<file path="src/rtl/irrigation_zone_scheduler_pkg.sv">
// Shared definitions for the irrigation zone scheduler: FSM state encoding,
// default cycle constants and a small sizing helper.
package irrigation_pkg;

  typedef enum logic [2:0] {
    ST_IDLE  = 3'd0,
    ST_OPEN  = 3'd1,
    ST_WATER = 3'd2,
    ST_CLOSE = 3'd3,
    ST_REST  = 3'd4
  } state_e;

  localparam int DEF_NUM_ZONES     = 4;
  localparam int DEF_SETTLE_CYCLES = 4;
  localparam int DEF_WATER_CYCLES  = 16;
  localparam int DEF_REST_CYCLES   = 8;

  function automatic int max3(input int a, input int b, input int c);
    int m;
    m = (a > b) ? a : b;
    return (m > c) ? m : c;
  endfunction

endpackage

</file>
<file path="src/rtl/irrigation_zone_scheduler_if.sv">
// Sensor-side requests/controls and valve/pump drive of the zone scheduler.
interface irrigation_zone_scheduler_if #(
  parameter int NUM_ZONES = 4
);
  localparam int ZW = $clog2(NUM_ZONES);

  logic                 enable;
  logic                 rain;
  logic [NUM_ZONES-1:0] dry;
  logic [NUM_ZONES-1:0] valve;
  logic                 pump;
  logic                 busy;
  logic [ZW-1:0]        zone;
  logic                 done;
  logic                 abort;

  modport master (
    output enable, rain, dry,
    input  valve, pump, busy, zone, done, abort
  );

  modport slave (
    input  enable, rain, dry,
    output valve, pump, busy, zone, done, abort
  );

endinterface

</file>
<file path="src/rtl/irrigation_zone_scheduler_rr_arbiter.sv">
// Combinational round-robin search: first set request at or above the pointer,
// wrapping around to zone 0.
module rr_arbiter #(
  parameter int NUM_ZONES = 4,
  localparam int ZW = $clog2(NUM_ZONES)
) (
  input  logic [NUM_ZONES-1:0] req,
  input  logic [ZW-1:0]        ptr,
  output logic                 gnt_vld,
  output logic [ZW-1:0]        gnt_idx
);

  int j;

  // Walk offsets from farthest to nearest so the nearest set request wins.
  always_comb begin
    gnt_vld = 1'b0;
    gnt_idx = '0;
    j       = 0;
    for (int i = NUM_ZONES - 1; i >= 0; i--) begin
      j = int'(ptr) + i;
      if (j >= NUM_ZONES) j = j - NUM_ZONES;
      if (req[j]) begin
        gnt_vld = 1'b1;
        gnt_idx = j[ZW-1:0];
      end
    end
  end

endmodule

</file>
<file path="src/rtl/irrigation_zone_scheduler.sv">
// Shares one pump among NUM_ZONES zones: round-robin grant, then a timed
// open/settle, pump, close, rest sequence for the granted zone's valve.
module irrigation_zone_scheduler
  import irrigation_pkg::*;
#(
  parameter int NUM_ZONES     = DEF_NUM_ZONES,
  parameter int SETTLE_CYCLES = DEF_SETTLE_CYCLES,
  parameter int WATER_CYCLES  = DEF_WATER_CYCLES,
  parameter int REST_CYCLES   = DEF_REST_CYCLES
) (
  input  logic                           clock,
  input  logic                           reset,
  irrigation_zone_scheduler_if.slave     bus
);

  localparam int ZW = $clog2(NUM_ZONES);
  localparam int TW = $clog2(max3(SETTLE_CYCLES, WATER_CYCLES, REST_CYCLES) + 1);

  state_e               state_q, state_d;
  logic [TW-1:0]        timer_q, timer_d;
  logic [ZW-1:0]        ptr_q, ptr_d;
  logic [ZW-1:0]        zone_q, zone_d;
  logic [NUM_ZONES-1:0] valve_q, valve_d;
  logic                 pump_q, pump_d;
  logic                 busy_q, busy_d;
  logic                 done_q, done_d;
  logic                 abort_q, abort_d;
  logic                 aborted_q, aborted_d;

  logic                 ok;
  logic                 gnt_vld;
  logic [ZW-1:0]        gnt_idx;

  assign ok = bus.enable & ~bus.rain;

  rr_arbiter #(.NUM_ZONES(NUM_ZONES)) u_arb (
    .req     (bus.dry),
    .ptr     (ptr_q),
    .gnt_vld (gnt_vld),
    .gnt_idx (gnt_idx)
  );

  always_comb begin
    state_d   = state_q;
    timer_d   = timer_q;
    ptr_d     = ptr_q;
    zone_d    = zone_q;
    valve_d   = valve_q;
    pump_d    = pump_q;
    done_d    = 1'b0;
    abort_d   = 1'b0;
    aborted_d = aborted_q;
    case (state_q)
      ST_IDLE: begin
        if (ok && gnt_vld) begin
          zone_d    = gnt_idx;
          ptr_d     = (gnt_idx == ZW'(NUM_ZONES - 1)) ? '0 : gnt_idx + 1'b1;
          valve_d   = '0;
          valve_d[gnt_idx] = 1'b1;
          aborted_d = 1'b0;
          timer_d   = TW'(SETTLE_CYCLES - 1);
          state_d   = ST_OPEN;
        end
      end
      ST_OPEN, ST_WATER: begin
        // Losing ok cuts the grant short but still passes through CLOSE.
        if (!ok) begin
          pump_d    = 1'b0;
          abort_d   = 1'b1;
          aborted_d = 1'b1;
          timer_d   = '0;
          state_d   = ST_CLOSE;
        end else if (timer_q != '0) begin
          timer_d = timer_q - 1'b1;
        end else if (state_q == ST_OPEN) begin
          pump_d  = 1'b1;
          timer_d = TW'(WATER_CYCLES - 1);
          state_d = ST_WATER;
        end else begin
          pump_d  = 1'b0;
          timer_d = '0;
          state_d = ST_CLOSE;
        end
      end
      ST_CLOSE: begin
        valve_d = '0;
        done_d  = ~aborted_q;
        timer_d = TW'(REST_CYCLES - 1);
        state_d = ST_REST;
      end
      ST_REST: begin
        if (timer_q != '0) timer_d = timer_q - 1'b1;
        else               state_d = ST_IDLE;
      end
      default: begin
        valve_d = '0;
        pump_d  = 1'b0;
        timer_d = '0;
        state_d = ST_IDLE;
      end
    endcase
    busy_d = (state_d != ST_IDLE);
  end

  always_ff @(posedge clock or negedge reset) begin
    if (!reset) begin
      state_q   <= ST_IDLE;
      timer_q   <= '0;
      ptr_q     <= '0;
      zone_q    <= '0;
      valve_q   <= '0;
      pump_q    <= 1'b0;
      busy_q    <= 1'b0;
      done_q    <= 1'b0;
      abort_q   <= 1'b0;
      aborted_q <= 1'b0;
    end else begin
      state_q   <= state_d;
      timer_q   <= timer_d;
      ptr_q     <= ptr_d;
      zone_q    <= zone_d;
      valve_q   <= valve_d;
      pump_q    <= pump_d;
      busy_q    <= busy_d;
      done_q    <= done_d;
      abort_q   <= abort_d;
      aborted_q <= aborted_d;
    end
  end

  assign bus.valve = valve_q;
  assign bus.pump  = pump_q;
  assign bus.busy  = busy_q;
  assign bus.zone  = zone_q;
  assign bus.done  = done_q;
  assign bus.abort = abort_q;

endmodule

</file>
<file path="src/flat_wrapper.sv">
// flat-port wrapper written by rule: the top's interface ports become plain ports
module irrigation_zone_scheduler_flat import irrigation_pkg::*;
#(
  parameter int NUM_ZONES     = DEF_NUM_ZONES,
  parameter int SETTLE_CYCLES = DEF_SETTLE_CYCLES,
  parameter int WATER_CYCLES  = DEF_WATER_CYCLES,
  parameter int REST_CYCLES   = DEF_REST_CYCLES
)
  (clock, reset, bus_enable, bus_rain, bus_dry, bus_valve, bus_pump, bus_busy, bus_zone, bus_done, bus_abort);
  irrigation_zone_scheduler_if #(.NUM_ZONES(NUM_ZONES)) bus_i ();
  input  logic clock;
  input  logic reset;
  input wire logic [$bits(bus_i.enable)-1:0] bus_enable;
  input wire logic [$bits(bus_i.rain)-1:0] bus_rain;
  input wire logic [$bits(bus_i.dry)-1:0] bus_dry;
  output wire logic [$bits(bus_i.valve)-1:0] bus_valve;
  output wire logic [$bits(bus_i.pump)-1:0] bus_pump;
  output wire logic [$bits(bus_i.busy)-1:0] bus_busy;
  output wire logic [$bits(bus_i.zone)-1:0] bus_zone;
  output wire logic [$bits(bus_i.done)-1:0] bus_done;
  output wire logic [$bits(bus_i.abort)-1:0] bus_abort;
  assign bus_i.enable = bus_enable;
  assign bus_i.rain = bus_rain;
  assign bus_i.dry = bus_dry;
  assign bus_valve = bus_i.valve;
  assign bus_pump = bus_i.pump;
  assign bus_busy = bus_i.busy;
  assign bus_zone = bus_i.zone;
  assign bus_done = bus_i.done;
  assign bus_abort = bus_i.abort;
  irrigation_zone_scheduler #(.NUM_ZONES(NUM_ZONES), .SETTLE_CYCLES(SETTLE_CYCLES), .WATER_CYCLES(WATER_CYCLES), .REST_CYCLES(REST_CYCLES)) u_core (.clock(clock), .reset(reset), .bus(bus_i));
endmodule
</file>
<file path="config.mk">
export PLATFORM = sky130hd
export DESIGN_NAME = irrigation_zone_scheduler_flat
export DESIGN_NICKNAME = d
export VERILOG_FILES = /design/src/rtl/irrigation_zone_scheduler_pkg.sv /design/src/rtl/irrigation_zone_scheduler_if.sv /design/src/rtl/irrigation_zone_scheduler_rr_arbiter.sv /design/src/rtl/irrigation_zone_scheduler.sv /design/src/flat_wrapper.sv
export SDC_FILE = /design/constraint.sdc
export NUM_CORES = 1
export LEC_CHECK = 0
export ABC_AREA = 1
export BUFFER_PORTS_ARGS = -buffer_cell sky130_fd_sc_hd__buf_2
export CORE_MARGIN = 8
export CORE_UTILIZATION = 50
export CTS_CLUSTER_SIZE = 30
export DETAILED_ROUTE_END_ITERATION = 7
export PLACE_DENSITY = 0.7
export SYNTH_ARGS = -nofsm -noshare
export SYNTH_HDL_FRONTEND = slang
export SYNTH_SLANG_ARGS = --single-unit
export TNS_END_PERCENT = 50
</file>
<file path="constraint.sdc">
create_clock -name clock -period 2.7 [get_ports clock]
set_input_delay 0.54 -clock clock [delete_from_list [all_inputs] [get_ports clock]]
set_output_delay 0.54 -clock clock [all_outputs]
set_load 0.01 [all_outputs]
</file>
==> metrics, run 1 <==
global-route layer with the greatest usage=met2; count of unique library cells instantiated by Yosys=24; share of the core filled with cells=0.568; endpoint class of the critical path=flip-flop; classification of the worst-slack hold path=in2async; transition time at the pin with the least slew margin=around 0.53 ns; post_cts resized=0; Global Route met3 Usage=0.0186; number of enable flip-flop cells after synthesis=0; number of max-cap violations=0; critical path, cell by cell=inv_4 > nand2_1 > nand2_1 > nand2_2 > nand2_2 > inv_1 > a21oi_1 > nand2_1 > nand2_1 > inv_1 > ha_1 > inv_1 > nor2_1 > nand3_1 > nand2_1; floorplan die area=4810 µm²; total DRC errors in the routed layout=0; cell seen most often among critical-path stages=sky130_fd_sc_hd__nand2_1; clk slew on worst S/H paths=~0.12 ns; Floorplan Core Area=2730 µm²; CP max stage delay=0.50 ns; H-Tree Depth=1; power density normalized to cell area=1240 nW/µm²; number of nets in the layout=about 240; Critical Path Fanout Max=8; met2 track demand over resource=0.197; RD Place Congestion=0.897; Placement Cell Area=1530 µm²; post-detail-place hpwl=roughly 2200 µm; maximum clock frequency=516 MHz; Max Transition Viols Final=0; result of the run=complete, no violations; required time reported for the critical path endpoint=between 2 and 3 ns; post-route standard cell area excluding fillers=1550 µm²; number of sinks handled by clock tree synthesis=21; worst r2r path cells=15; normalized max-slew margin=0.645; pin count of the biggest net entering global routing=22; Worst Path Arrival=2.14 ns; met1 track demand over resource=0.161; CTS Buffer Depth=2; critical setup path kind=reg2reg; TritonCTS clock tree=done; share of layout cells above drive strength 1=0.167; cell area after technology mapping=1430 µm²; critical path startpoint category=flip-flop; Yosys warning total=0; Boundary Pins=18; commonest cells in the netlist=sky130_fd_sc_hd__nand2_1, sky130_fd_sc_hd__inv_1, sky130_fd_sc_hd__dfrtp_1, sky130_fd_sc_hd__nand3_1, sky130_fd_sc_hd__nor2_1; Via density=5.07; min Tclk post-route=1.94 ns; Top FF cell, synth=sky130_fd_sc_hd__dfrtp_1; horizontal die dimension=69.4 µm; initial antenna violation count=0; initial core utilization=0.521; clock network latency to the later pin of the worst-skew pair=slightly above 0.3 ns; mean instance size in the synthesized netlist=6.85 µm²; Final Instance Count excl. Fillers=258; global route total overflow=0; wire length of the first global-routing pass=5240 µm; RSZ-0062 raised after global routing=false; violation count after the first detailed-route iteration=121; ranking of synthesized cells by area=sky130_fd_sc_hd__dfrtp_1, sky130_fd_sc_hd__nand2_1, sky130_fd_sc_hd__nand3_1; CTS Buf Count=3; routed length per placed instance=about 11 µm; area share of the largest cell type after synthesis=0.369; TritonRoute pass-1 iters=4; period utilization=0.718; GRT Resource Usage Total=0.124; PortBufs=17; placement row count=19; synthesized instance count=208; standby leakage power=0.912 nW; final hold vios=0; startpoint of the most critical register-to-register path=u_core.ptr_q[0]; DRT Wirelength=between 2000 and 3000 µm; placed cells=254; setup tns final=0 ns; worst voltage drop across the vdd grid=between 0.0008 and 0.0009 V; post-synthesis sequential element count=21; CP max stage cell=sky130_fd_sc_hd__dfrtp_1; number of nets still failing antenna checks after routing=0; async set-or-reset flop fraction in the synthesized netlist=1.00; clock root buffer=sky130_fd_sc_hd__clkbuf_4; Setup-failing EPs final=0; number of hold-repair buffers added at the cts stage=0; layout overhead on the synthesized area=9.04%; syn nets=221; antenna diode count=0; RR Endpoint=u_core.bus.valve[3]; Setup Buffers After CTS=0; chip height=a little under 70 µm; Worst Skew=between 0.006 and 0.007 ns; most instantiated library cell after synthesis=sky130_fd_sc_hd__nand2_1; area leader, netlist=sky130_fd_sc_hd__dfrtp_1; Worst R2R Setup Slack=0.76 ns; number of global-route vias before repair=around 1200; sequential-to-total area share from yosys stat=0.369; via count=1308
==> critical path, delay by kind of cell, from the launching register on <==
kind                       cells  cell delay, ns
and+or+nand+nor                9            0.67
DFF                            1            0.50
buffers and inverters          4            0.34
adders and majority gates      1            0.19
AOI/OAI and AO/OA              1            0.12
==> per-layer routing <==
layer	wire length, µm	vias to the layer above
li1	-	687
met1	1380	572
met2	1270	42
met3	136	7
met4	56	0
met5	0	-
==> sequential cells by signal (all words and copies together), names as in the netlist <==
register,cells
u_core.state_q,3
u_core.bus.done,1
u_core.bus.pump,1
u_core.ptr_q,2
u_core.timer_q,5
u_core.bus.valve,4
u_core.bus.abort,1
u_core.aborted_q,1
u_core.bus.zone,2
u_core.bus.busy,1
==> per-stage QoR <==
| stage | hold slack [ns] | worst slack, ns | power, W |
|---|---|---|---|
| 2_1_floorplan | 0.244 | 0.967 | 0.00152 |
| 3_3_place_gp | 0.416 | 0.777 | 0.00174 |
| 3_5_place_dp | 0.417 | 0.701 | 0.00178 |
| 4_1_cts | 0.179 | 0.756 | 0.00193 |
| 5_1_grt | 0.192 | 0.517 | 0.00216 |
| 6_report | 0.170 | 0.762 | 0.00192 |
==> cells in the final DEF, fill, tap and decap left out, drive strengths merged <==
cell type,n
xor2,1
a21oi,3
clkinv,1
nor2,20
nand2,85
o31ai,1
buf,17
clkbuf,3
dfrtp,21
nand4,4
a31oi,1
o22ai,1
inv,30
nand3b,2
o21ai,8
and2,2
nand3,22
ha,5
==> cells by family (layout without fill, tap and decap cells) <==
family,count (synthesis),count (layout),share of synthesized area
simple gates,135,135,0.432
xor+xnor,1,1,0.00615
flops,21,21,0.369
buf+inv,32,51,0.0966
fa+ha+maj,5,5,0.0439
compound gates,14,14,0.0527
==> final cells by class <==
| type | count | area, µm² |
|---|---|---|
| fill | 256 | 1180 |
| inverter | 30 | 115 |
| multi-input combinational | 155 | 762 |
| timing repair buffer | 17 | 85.1 |
| tap | 31 | 38.8 |
| clock inverter | 1 | 5.00 |
| sequential | 21 | 526 |
| clock buffer | 3 | 22.5 |
==> where the power goes <==
group	internal [W]	switching (W)
combinational	0.000418	0.000794
sequential	0.000451	0.000111
clock	0.0000553	0.0000957
==> how the worst max path moves through the flow <==
stage / start / end / slack, ns / cells past startpoint
6_report: u_core.ptr_q[0] / u_core.bus.valve[3] / 0.76 / 15
5_1_grt: u_core.ptr_q[0] / u_core.bus.valve[3] / 0.52 / 15
4_1_cts: u_core.ptr_q[0] / u_core.bus.valve[3] / 0.76 / 15
3_5_place_dp: bus_dry[3] / u_core.bus.valve[3] / 0.70 / 15
3_3_place_gp: bus_dry[1] / u_core.bus.valve[3] / 0.78 / 15
2_1_floorplan: bus_dry[1] / u_core.bus.valve[3] / 0.97 / 14
(Power assumes the default switching activity.)
==> run 2, diff against run 1 <==
PLACE_DENSITY = 0.73   (was 0.7)
clock period = 1.6 ns   (was 2.7 ns; I/O delays follow)
==> metrics, run 2 (synthesis results as in run 1) <==
result of the run=finished with violations (was complete, no violations); failing checks=setup timing; detailed route wirelength on metal3=110 µm (was 136 µm); max FFs per register=5 (unchanged); fraction of power consumed by sequential logic=0.220 (was 0.292); TritonCTS clock tree=done (unchanged); uppermost layer routed=met4 (unchanged); Floorplan Core Area=2730 µm² (unchanged); power density normalized to cell area=2220 nW/µm² (was 1240 nW/µm²); commonest cells after routing, fill and taps aside=sky130_fd_sc_hd__nand2_1, sky130_fd_sc_hd__buf_4, sky130_fd_sc_hd__nand3_1, sky130_fd_sc_hd__dfrtp_1, sky130_fd_sc_hd__inv_1 (was sky130_fd_sc_hd__nand2_1, sky130_fd_sc_hd__inv_1, sky130_fd_sc_hd__nand3_1, sky130_fd_sc_hd__dfrtp_1); maximum clock frequency=553 MHz (was 516 MHz); most common library cell in the layout ignoring fill and taps=sky130_fd_sc_hd__nand2_1 (unchanged); layout overhead on the synthesized area=33.3% (was 9.04%); Setup-failing EPs final=14 (was 0); pin count of the biggest net entering global routing=22 (unchanged); global route total overflow=0 (unchanged); Worst R2R Setup Slack=-0.21 ns (was 0.76 ns); Final Hold Slack=0.434 ns (was 0.170 ns); placement row count=19 (unchanged); Buf/Inv on CP=5 (was 4); total net switching power=0.00210 W (was 0.00100 W); CP max stage delay=0.49 ns (was 0.50 ns); worst voltage drop across the vdd grid=0.00144 V (was 0.000813 V); number of nets still failing antenna checks after routing=0 (unchanged); horizontal die dimension=69.4 µm (unchanged); post-detail-place hpwl=2400 µm (was 2230 µm); clock network latency to the later pin of the worst-skew pair=0.30 ns (was 0.31 ns); GRT Resource Usage Total=0.134 (was 0.124); Via density=5.13 (was 5.07); post-route standard cell area excluding fillers=1900 µm² (was 1550 µm²); floorplan die area=4810 µm² (unchanged); min Tclk post-route=1.81 ns (was 1.94 ns); Max Transition Viols Final=0 (unchanged); CTS Buf Count=3 (unchanged); pre-CTS setup slack=-0.209 ns (was 0.701 ns); combinational cell fraction of total power=0.719 (was 0.630); endpoint class of the critical path=flip-flop (unchanged); CP max stage cell=sky130_fd_sc_hd__dfrtp_2 (was sky130_fd_sc_hd__dfrtp_1); initial antenna violation count=0 (unchanged); standby leakage power=1.04 nW (was 0.912 nW); number of nets in the layout=266 (was 241); critical path startpoint category=flip-flop (unchanged); classification of the worst-slack hold path=reg2reg (was in2async); Boundary Pins=18 (unchanged); register with the most flip-flops=u_core.timer_q (unchanged); wire length of the first global-routing pass=5680 µm (was 5240 µm); CTS Buffer Depth=2 (unchanged); cell seen most often among critical-path stages=sky130_fd_sc_hd__nand2_2 (was sky130_fd_sc_hd__nand2_1); transition time at the pin with the least slew margin=0.495 ns (was 0.532 ns); chip height=69.4 µm (unchanged); antenna diode count=0 (unchanged); number of global-route vias before repair=1424 (was 1205); final hold vios=0 (unchanged); Setup WS post-layout=-0.207 ns (was 0.762 ns); TritonRoute pass-1 iters=4 (unchanged); clk slew on worst S/H paths=0.12 ns (about the same); Placement Cell Area=1700 µm² (was 1530 µm²); normalized max-slew margin=0.670 (was 0.645); clock root buffer=sky130_fd_sc_hd__clkbuf_4 (unchanged); Worst Skew=0.00786 ns (was 0.00629 ns); H-Tree Depth=1 (unchanged); number of sinks handled by clock tree synthesis=21 (unchanged); Worst Path Arrival=2.06 ns (was 2.14 ns); internal power consumption=0.00212 W (was 0.000924 W); required time reported for the critical path endpoint=1.85 ns (was 2.90 ns); total DRC errors in the routed layout=0 (unchanged); critical path, cell by cell=clkinv_4 > nand2_2 > nand2_2 > nand2_2 > buf_4 > buf_4 > nand2_1 > nand2_2 > nand2_4 > buf_6 > ha_4 > inv_2 > nor2_1 > nand3_1 > nand2_1 (was inv_4 > nand2_1 > nand2_1 > nand2_2 > nand2_2 > inv_1 > a21oi_1 > nand2_1 > nand2_1 > inv_1 > ha_1 > inv_1 > nor2_1 > nand3_1 > nand2_1); via count=1451 (was 1308); violation count after the first detailed-route iteration=79 (was 121); metal1 wirelength=1480 µm (was 1380 µm); share of power burned in the clock network=0.061 (was 0.079); RSZ-0062 raised after global routing=true (was false); routed length per placed instance=11.9 µm (was 11.0 µm); PortBufs=17 (unchanged); Critical Path Fanout Max=8 (unchanged); initial core utilization=0.521 (unchanged); number of max-cap violations=0 (unchanged); share of layout cells above drive strength 1=0.377 (was 0.167); critical setup path kind=reg2reg (unchanged); Switching Share=0.498 (was 0.520); DRT Wirelength=3360 µm (was 2850 µm); cell class contributing the biggest share of worst-path delay=simple AND/OR/NAND/NOR gates (unchanged); period utilization=1.13 (was 0.718); RD Place Congestion=0.884 (was 0.897); met2 WL=1690 µm (was 1270 µm)
==> run 2: cell types whose count changed in the layout (fill, tap and decap cells not counted), moves of 4 or more <==
cell / before / now
sky130_fd_sc_hd__inv_1: 26 / 19
sky130_fd_sc_hd__inv_2: 3 / 8
sky130_fd_sc_hd__ha_1: 5 / 1
sky130_fd_sc_hd__ha_4: 0 / 4
sky130_fd_sc_hd__nand2_2: 7 / 18
sky130_fd_sc_hd__nand2_1: 76 / 62
sky130_fd_sc_hd__buf_4: 0 / 22
==> run 2: timing repair <==
item                                    in CTS  in global routing
cloned                                       0                  1
pin swaps                                    7                 18
resized for setup                           12                 20
endpoints found under the setup margin      15                 17
endpoints found under the hold margin       21                  0
buffers inserted                             4                  2
hold buffers                                 1                  0
==> run 2: final timing paths <==
path,endpoint,cells after the start,startpoint
max,u_core.bus.valve[1],15,u_core.ptr_q[0]
min,u_core.bus.done,1,u_core.aborted_q
max reg2reg,u_core.bus.valve[1],15,u_core.ptr_q[0]
min reg2reg,u_core.bus.done,1,u_core.aborted_q
max in group asynchronous,u_core.ptr_q[0],2,reset
min in group asynchronous,u_core.timer_q[2],2,reset
==> run 2: power by group through the flow <==
stage / sequential [W] / clock, W / combinational (W)
after floorplan: 0.000955 / 0 / 0.00176
after global placement: 0.000935 / 0 / 0.00249
after detailed placement: 0.000938 / 0 / 0.00251
after CTS: 0.000931 / 0.000274 / 0.00270
after global routing: 0.000951 / 0.000290 / 0.00341
final: 0.000927 / 0.000257 / 0.00304
==> run 2: layout make-up <==
cell class | instances | area (µm²)
inverters | 30 | 123
well taps | 31 | 38.8
fillers | 233 | 835
clock buffers | 3 | 22.5
flip-flops and latches | 21 | 527
clock inverters | 1 | 5.00
multi-input cells | 156 | 912
repair buffers | 41 | 272
==> run 2: metrics by stage <==
step | setup TNS [ns] | total power (W) | cells | util
global placement | -1.08 | 0.00342 | 271 | 0.621
finish | -1.39 | 0.00422 | 283 | 0.695
global route | -3.58 | 0.00465 | 283 | 0.695
detailed placement | -1.66 | 0.00344 | 271 | 0.621
CTS | -0.879 | 0.00390 | 280 | 0.655
floorplan | -0.153 | 0.00272 | 208 | -
==> run 2: per-layer routing <==
layer	track usage	up-vias
li1	-	745
met1	0.158	673
met2	0.236	25
met3	0.0243	8
met4	0.0410	0
met5	0	-
